===== config.mk =====
export PLATFORM = sky130hd
export DESIGN_NAME = spi_master_cfg
export DESIGN_NICKNAME = d
export VERILOG_FILES = /design/src/rtl/spi_master_cfg.sv
export SDC_FILE = /design/constraint.sdc
export NUM_CORES = 1
export LEC_CHECK = 0
export BUFFER_PORTS_ARGS = -buffer_cell sky130_fd_sc_hd__buf_4
export CAP_MARGIN = 10
export CORE_MARGIN = 4
export CORE_UTILIZATION = 57
export DETAILED_ROUTE_END_ITERATION = 8
export GPL_ROUTABILITY_DRIVEN = 0
export MAX_ROUTING_LAYER = met4
export PLACE_DENSITY = 0.91
export SLEW_MARGIN = 10
export SYNTH_ARGS = -nofsm -noshare
export SYNTH_HDL_FRONTEND = slang
export SYNTH_SLANG_ARGS = --single-unit

===== constraint.sdc =====
create_clock -name clk -period 7.25 [get_ports clk]
set_clock_uncertainty 0.2 [all_clocks]
set_input_delay 1.45 -clock clk [delete_from_list [all_inputs] [get_ports clk]]
set_output_delay 1.45 -clock clk [all_outputs]
set_load 0.02 [all_outputs]

===== src/rtl/spi_master_cfg.sv =====
// spi_master_cfg: parametrised full-duplex SPI master with
// per-transfer CPOL/CPHA/bit order and multiple chip selects.
module spi_master_cfg #(
    parameter int DATA_W  = 8,
    parameter int NUM_CS  = 2,
    parameter int CLK_DIV = 2,
    parameter int CS_W    = (NUM_CS > 1) ? $clog2(NUM_CS) : 1
) (
    input  logic              clk,
    input  logic              rst_n,
    input  logic [DATA_W-1:0] tx_data,
    input  logic              tx_valid,
    output logic              tx_ready,
    input  logic [CS_W-1:0]   cs_sel,
    input  logic              cpol,
    input  logic              cpha,
    input  logic              lsb_first,
    output logic [DATA_W-1:0] rx_data,
    output logic              rx_valid,
    output logic              busy,
    output logic              spi_sclk,
    output logic              spi_mosi,
    input  logic              spi_miso,
    output logic [NUM_CS-1:0] spi_cs_n
);
    localparam int CW = (CLK_DIV > 1) ? $clog2(CLK_DIV) : 1;
    localparam int EW = $clog2(2 * DATA_W + 1);
    localparam int BW = $clog2(DATA_W);
    localparam logic [CW-1:0] CNT_LAST  = CW'(CLK_DIV - 1);
    localparam logic [EW-1:0] EDGE_LAST = EW'(2 * DATA_W);

    typedef enum logic [2:0] {
        IDLE,
        SETUP,
        SHIFT,
        HOLD,
        DONE
    } state_e;

    state_e            state_q, state_d;
    logic [CW-1:0]     cnt_q, cnt_d;
    logic [EW-1:0]     ecnt_q, ecnt_d;
    logic              rdy_q, rdy_d;
    logic [DATA_W-1:0] tx_q, tx_d;
    logic [CS_W-1:0]   sel_q, sel_d;
    logic              cpol_q, cpol_d;
    logic              cpha_q, cpha_d;
    logic              lsb_q, lsb_d;
    logic [DATA_W-1:0] rx_sh_q, rx_sh_d;
    logic [DATA_W-1:0] rx_q, rx_d;
    logic              rxv_q, rxv_d;
    logic              sclk_q, sclk_d;
    logic              mosi_q, mosi_d;
    logic [NUM_CS-1:0] csn_q, csn_d;

    logic          accept;
    logic          cnt_last;
    logic          go;
    logic          sample;
    logic          drive;
    logic [BW-1:0] drv_k;
    logic [BW-1:0] smp_k;

    function automatic logic [BW-1:0] bit_pos(
        input logic          lsb,
        input logic [BW-1:0] k
    );
        bit_pos = lsb ? k : (BW'(DATA_W - 1) - k);
    endfunction

    // Out-of-range selects match no output, so no CS is driven.
    function automatic logic [NUM_CS-1:0] cs_dec(
        input logic [CS_W-1:0] s
    );
        cs_dec = '1;
        for (int i = 0; i < NUM_CS; i++) begin
            if (s == CS_W'(i)) cs_dec[i] = 1'b0;
        end
    endfunction

    assign accept   = tx_valid && rdy_q;
    assign cnt_last = (cnt_q == CNT_LAST);

    // ecnt_d is the number of the SCLK edge issued when go is high.
    assign drv_k  = BW'(ecnt_d >> 1);
    assign smp_k  = BW'((ecnt_d - 1'b1) >> 1);
    assign sample = go && (ecnt_d[0] != cpha_q);
    assign drive  = go && (ecnt_d[0] == cpha_q) && (ecnt_d != EDGE_LAST);

    always_ff @(posedge clk or negedge rst_n) begin
        if (!rst_n) begin
            state_q <= IDLE;
            cnt_q   <= '0;
            ecnt_q  <= '0;
            rdy_q   <= 1'b0;
            tx_q    <= '0;
            sel_q   <= '0;
            cpol_q  <= 1'b0;
            cpha_q  <= 1'b0;
            lsb_q   <= 1'b0;
            rx_sh_q <= '0;
            rx_q    <= '0;
            rxv_q   <= 1'b0;
            sclk_q  <= 1'b0;
            mosi_q  <= 1'b0;
            csn_q   <= '1;
        end else begin
            state_q <= state_d;
            cnt_q   <= cnt_d;
            ecnt_q  <= ecnt_d;
            rdy_q   <= rdy_d;
            tx_q    <= tx_d;
            sel_q   <= sel_d;
            cpol_q  <= cpol_d;
            cpha_q  <= cpha_d;
            lsb_q   <= lsb_d;
            rx_sh_q <= rx_sh_d;
            rx_q    <= rx_d;
            rxv_q   <= rxv_d;
            sclk_q  <= sclk_d;
            mosi_q  <= mosi_d;
            csn_q   <= csn_d;
        end
    end

    always_comb begin
        state_d = state_q;
        cnt_d   = cnt_q;
        ecnt_d  = ecnt_q;
        go      = 1'b0;
        unique case (state_q)
            IDLE: begin
                if (accept) begin
                    state_d = SETUP;
                    cnt_d   = '0;
                    ecnt_d  = '0;
                end
            end
            SETUP: begin
                cnt_d = cnt_q + 1'b1;
                if (cnt_last) begin
                    state_d = SHIFT;
                    cnt_d   = '0;
                    ecnt_d  = EW'(1);
                    go      = 1'b1;
                end
            end
            SHIFT: begin
                cnt_d = cnt_q + 1'b1;
                if (cnt_last) begin
                    cnt_d = '0;
                    if (ecnt_q == EDGE_LAST) begin
                        state_d = HOLD;
                    end else begin
                        ecnt_d = ecnt_q + 1'b1;
                        go     = 1'b1;
                    end
                end
            end
            HOLD: begin
                cnt_d = cnt_q + 1'b1;
                if (cnt_last) begin
                    state_d = DONE;
                    cnt_d   = '0;
                end
            end
            DONE: begin
                state_d = IDLE;
            end
            default: begin
                state_d = IDLE;
            end
        endcase
    end

    always_comb begin
        tx_d    = tx_q;
        sel_d   = sel_q;
        cpol_d  = cpol_q;
        cpha_d  = cpha_q;
        lsb_d   = lsb_q;
        rx_sh_d = rx_sh_q;
        rx_d    = rx_q;
        rxv_d   = 1'b0;
        sclk_d  = sclk_q;
        mosi_d  = mosi_q;
        rdy_d   = (state_d == IDLE);
        if (accept) begin
            tx_d    = tx_data;
            sel_d   = cs_sel;
            cpol_d  = cpol;
            cpha_d  = cpha;
            lsb_d   = lsb_first;
            rx_sh_d = '0;
            mosi_d  = tx_data[bit_pos(lsb_first, '0)];
        end
        unique case (state_q)
            IDLE, DONE: sclk_d = cpol;
            SETUP, SHIFT: if (go) sclk_d = ~sclk_q;
            HOLD: sclk_d = cpol_q;
            default: sclk_d = 1'b0;
        endcase
        if (sample) begin
            rx_sh_d[bit_pos(lsb_q, smp_k)] = spi_miso;
        end
        if (drive) begin
            mosi_d = tx_q[bit_pos(lsb_q, drv_k)];
        end
        if (state_q == HOLD && state_d == DONE) begin
            rx_d  = rx_sh_q;
            rxv_d = 1'b1;
        end
        csn_d = '1;
        if (state_d inside {SETUP, SHIFT, HOLD}) begin
            csn_d = cs_dec(sel_d);
        end
    end

    assign tx_ready = rdy_q;
    assign busy     = (state_q != IDLE);
    assign rx_data  = rx_q;
    assign rx_valid = rxv_q;
    assign spi_sclk = sclk_q;
    assign spi_mosi = mosi_q;
    assign spi_cs_n = csn_q;

endmodule


# After elaboration in Yosys (flattened, before gate mapping)
# Index checks and enable logic that the tools add are counted.
[classes] n_addsub=5 magnitude_cmp=4 eq_ne=14 muxes=39 n_bitwise=1 n_reduce_logical=16
[ops] cell="2-to-1 mux 3 bit" count=8
[ops] cell="2-to-1 mux 5 bit" count=4
[ops] cell="2-to-1 mux 8 bit" count=2
[ops] cell="2-to-1 mux 1 bit" count=15
[ops] cell="one-hot mux 5 bit (3 select lines)" count=1
[ops] cell="equality test 3 x 2 -> 1 bit (second input constant)" count=4
[ops] cell="< comparator 3 x 4 -> 1 bit (second input constant)" count=3
[ops] cell="one-hot mux 3 bit (4 select lines)" count=1
[ops] cell="bitwise mux 8 bit" count=1
[ops] cell="binary-select mux 1 bit (select 3 bit)" count=2
[ops] cell="equality test 3 x 1 -> 1 bit (second input constant)" count=2
[ops] cell="equality test 3 bit (second input constant)" count=2
[ops] cell="logical AND 1 bit" count=6
[ops] cell="logical NOT 3 bit" count=2
[ops] cell="nonzero test 3 bit" count=2
[ops] cell="subtractor 3 bit (first input constant)" count=2
[ops] cell="adder 5 x 1 -> 5 bit (second input constant)" count=1
[ops] cell="equality test 5 bit (second input constant)" count=1
[ops] cell="!= test 5 bit (second input constant)" count=1
[ops] cell="!= test 2 bit (second input constant)" count=2
[ops] cell="one-hot mux 1 bit (2 select lines)" count=2
[ops] cell="nonzero test 2 bit" count=2
[ops] cell="OR reduction 2 bit" count=2
[ops] cell="subtractor 4 x 1 -> 4 bit (second input constant)" count=1
[ops] cell="other kinds (10)" count=10
[word_totals] regBits=43 output_inout_bits=15

# Depth between registers and ports, before layout
[depth] depth_word=13 mapped_depth=12 mapped_depth_nobuf=12

# Least setup slack after synthesis
# OpenSTA, ideal clock, no wires.
[synth_path] path_kind="input-to-reg" from="input port tx_valid" to="register rx_sh_q[4]" setup_time_ps=129 arrival_ps=3235 required_time_ps=6921 slack_ps=3686 stages=10 n_path_buf=0 path_cell_list="and3b_1 -> a31oi_1 -> or4_1 -> a21o_1 -> inv_1 -> ha_1 -> or2_2 -> mux2i_1 -> nand3_1 -> mux2i_1"
[synth_via] elab_chain_len=12 elab_cells_between_ends=16 classes_between="add/sub: 2; order compare: 2; eq/ne: 1; mux: 8; reduce/logical: 3"
[synth_rtl] element="start, declared" line_no="12" text="input logic tx_valid,"
[synth_rtl] element="logical AND 1 bit (*)" line_no="81" text="assign accept = tx_valid && rdy_q;"
[synth_rtl] element="2-to-1 mux 5 bit (*)" line_no="133" text="if (accept) begin"
[synth_rtl] element="one-hot mux 5 bit (3 select lines) (*)" line_no="131" text="unique case (state_q)"
[synth_rtl] element="via ecnt_d[0]" line_no="42" text="logic [EW-1:0] ecnt_q, ecnt_d;"
[synth_rtl] element="subtractor 4 x 1 -> 4 bit" line_no="86" text="assign smp_k = BW'((ecnt_d - 1'b1) >> 1);"
[synth_rtl] element="subtractor 3 bit" line_no="68" text="bit_pos = lsb ? k : (BW'(DATA_W - 1) - k);"
[synth_rtl] element="2-to-1 mux 3 bit" line_no="68"
[synth_rtl] element="< comparator 3 x 4 -> 1 bit (implied by the code) / >= comparator 3 x 1 -> 1 bit (equally long branches)" line_no="204" text="rx_sh_d[bit_pos(lsb_q, smp_k)] = spi_miso;"
[synth_rtl] element="logical AND 1 bit (implied by the code)" line_no="204"
[synth_rtl] element="2-to-1 mux 1 bit (implied by the code)" line_no="204"
[synth_rtl] element="demux 1 bit (select 3 bit)" line_no="204"
[synth_rtl] element="bitwise mux 8 bit" line_no="204"
[synth_rtl] element="2-to-1 mux 8 bit (*)" line_no="203" text="if (sample) begin"
[synth_rtl] element="via rx_sh_d[4]" line_no="49" text="logic [DATA_W-1:0] rx_sh_q, rx_sh_d;"
[synth_rtl] element="end signal, assigned" line_no="117" text="rx_sh_q <= rx_sh_d;"
[synth_rtl] element="end, declared" line_no="49"
# The timed path passes the listed nets; every way through them passes the cells marked *.
# A chain may end at the register's enable or synchronous reset.

# Worst setup path in the final report
# Same ends and word-level chain as after synthesis.

==> results.toml <==
[synth]
synth.area.top_cells = "dfrtp_1, nand2_1, mux2i_1"
synth-seq-cells = 43
synth.distinct_cells = 48
synth.net_count = 256
synth_top_area_share = 0.4418
yosysWarnings = 0
seq_area_frac_synth = 0.4644
synth-edff-count = 0
syn_avg_cell_area_um2 = 9.798
async_flop_share = 1.000
synth_top_cell_by_area = "dfrtp_1"
netlist_area_mm2 = 0.002322
yosys_most_used_dff = "dfrtp_1"
synth_cells = 237

[clock_network]
clockBufferDepth = 2
cts_hold_buf = 0
clk_pin_slew_ps = 70
clock-root-buffer = "clkbuf_8"
htreeDepth = 2
cts_setup_buffers = 0
cts_tree = "done"
clk_latency_ps = 290
cts_resized = 0
cts_made_buffers = 5
cts_num_sinks = 43

[route]
drtPass1Iterations = 4
num_vias = 1834
drt_wl_total_um = 4679
drtAntennaViolNets = 0
wl_per_cell_um = 14.95
drt_iter0_drc = 125
drc = 0
via_per_inst = 5.859

[placement]
dpl_cell_area_mm2 = 0.002557
hpwlAfterDp_um = 3300
place_inst = 305
port_buffers = 30

[timing]
fmax_ghz = 0.2792
min_period_over_period = 0.4941
rsz0062_at_grt = "false"
worst_slew_pin_slew_ps = 890.4
setup_violations = 0
hold_viol = 0
holdWs_ps = 274.9
drv_slew = 0
fin_crit_ps = 3582
fin_tns_setup_ps = 0
slew-limit-headroom = 0.4050

[global_route]
grt_pass1_vias = 1841
grt_max_degree = 44
gr-total-overflow = 0
grt_first_pass_wirelength_um = 8190
grt_usage = 0.2045
grt_antenna_before_repair = 0

[worst_hold_path]
hp-class = "flop to flop"

[final_layout]
layoutNonFillerInstCount = 313
nets = 283
syn_to_final_growth_pct = 14.06
post-route-util = 0.6973
drive_above_1_share = 0.2226
fillers = 297
design_area_mm2 = 0.002649
antennaDiodeCount = 0

[status]
status = "completed"

[floorplan]
die_h_um = 71.83
fp.coreArea_mm2 = 0.003799
die_w_um = 71.83
fp-row-count = 22
initial_core_util = 0.6113
die_area_mm2 = 0.005160
ioPinCount = 31

[power]
peakVddDrop_mv = 0.2547
power.leakage_nw = 1.291
p_per_area_mw_per_mm2 = 455.5

[setup_path]
required_ps = 7210
cp_max_fo = 4
end_kind = "flop"
crit_type = "primary input to flop"
cp_data_arrival_time_ps = 3550
start_kind = "primary input"

[flow_run]
maxCapViolCount = 0
## metal layers
layer / GRT usage / share of wire / vias up
li1: - / - / 887
met1: 0.2469 / 0.43 / 889
met2: 0.3439 / 0.51 / 51
met3: 0.03647 / 0.049 / 7
met4: 0.07098 / 0.013 / 0
met5: - / 0 / -
## layout make-up
cell class,instances,area [um^2],area share
clock buffers,7,86.33,0.03259
clock inverters,1,5.005,0.001889
inverters,13,48.80,0.01842
multi-input cells,171,1145,0.4322
flip-flops and latches,43,1079,0.4072
well taps,48,60.06,0.02267
repair buffers,30,225.2,0.08503
## report_power, final
group | switching, mW | internal (mW)
Clock | 0.0779 | 0.0768
Combinational | 0.335 | 0.275
Sequential | 0.106 | 0.336
## synthesized netlist by cell type, drive strengths merged (4+ instances only)
library cell and count:
a211oi 4, a21oi 11, a31oi 4, and3 4
buf 5, clkbuf 5, dfrtp 41, inv 12
mux2 11, mux2i 14, nand2 46, nand2b 7
nand3 14, nand4 4, nor2 7, nor3 4
o21ai 7
## cell usage in the layout (no fill, tap or decap), types with 3 or more instances in the layout
master    Yosys  routed
a211oi_1      4       4
a21oi_1      10      10
a31oi_1       4       4
and3_1        4       4
buf_4         3      30
clkbuf_8      0       6
dfrtp_1      41      41
ha_1          3       3
inv_1        10      10
mux2_2       11      11
mux2i_1      14      14
nand2_1      46      46
nand2b_1      7       7
nand3_1      14      14
nand4_1       4       4
nor2_1        7       7
nor3_1        4       4
o21ai_0       6       6
## worst max-delay path: stages
cell	delay, ps
buf_4	90
and3b_1	230
a31oi_1	50
or4_1	450
a21o_1	210
inv_1	50
ha_1	250
or2_2	310
mux2i_1	190
nand3_1	120
mux2i_1	140
## worst paths after layout
kind                                            from                     end  slack (ps)  cells past startpoint
worst max-delay path                        tx_valid    rx_sh_q[4]$_DFF_PN0_        3670                     11
worst min-delay path            rx_sh_q[0]$_DFF_PN0_  rx_data[0]$_DFFE_PN0P_         270                      2
worst max register to register   ecnt_q[0]$_DFF_PN0_    rx_sh_q[4]$_DFF_PN0_        4160                     12
worst min register to register  rx_sh_q[0]$_DFF_PN0_  rx_data[0]$_DFFE_PN0P_         270                      2
max in group asynchronous                      rst_n   spi_cs_n[0]$_DFF_PN1_        5530                      1
min in group asynchronous                      rst_n     ecnt_q[4]$_DFF_PN0_         930                      1
## logic make-up after synthesis
kind of cell	share of synthesized area
flip-flops	0.4644
AND/OR/NAND/NOR	0.2231
adder cells (fa/ha/maj)	0.01617
buffers and inverters	0.04256
multiplexers	0.1137
AO/OA/AOI/OAI	0.1185
XOR/XNOR	0.02155
## per-stage QoR
stage,power [mW],setup slack [ps]
6_report,1.207,3668
5_1_grt,1.298,3515
4_1_cts,1.212,3663
3_5_place_dp,1.050,3381
3_3_place_gp,1.021,3475
2_1_floorplan,0.9058,3686
## flip-flops by register name, summed over array words and instances, names as in the netlist, 2 cells and up
name	cells
rx_data	8
rx_sh_q	8
tx_q	8
ecnt_q	5
state_q	3
spi_cs_n	2
Power figures use the tool's default switching activity.
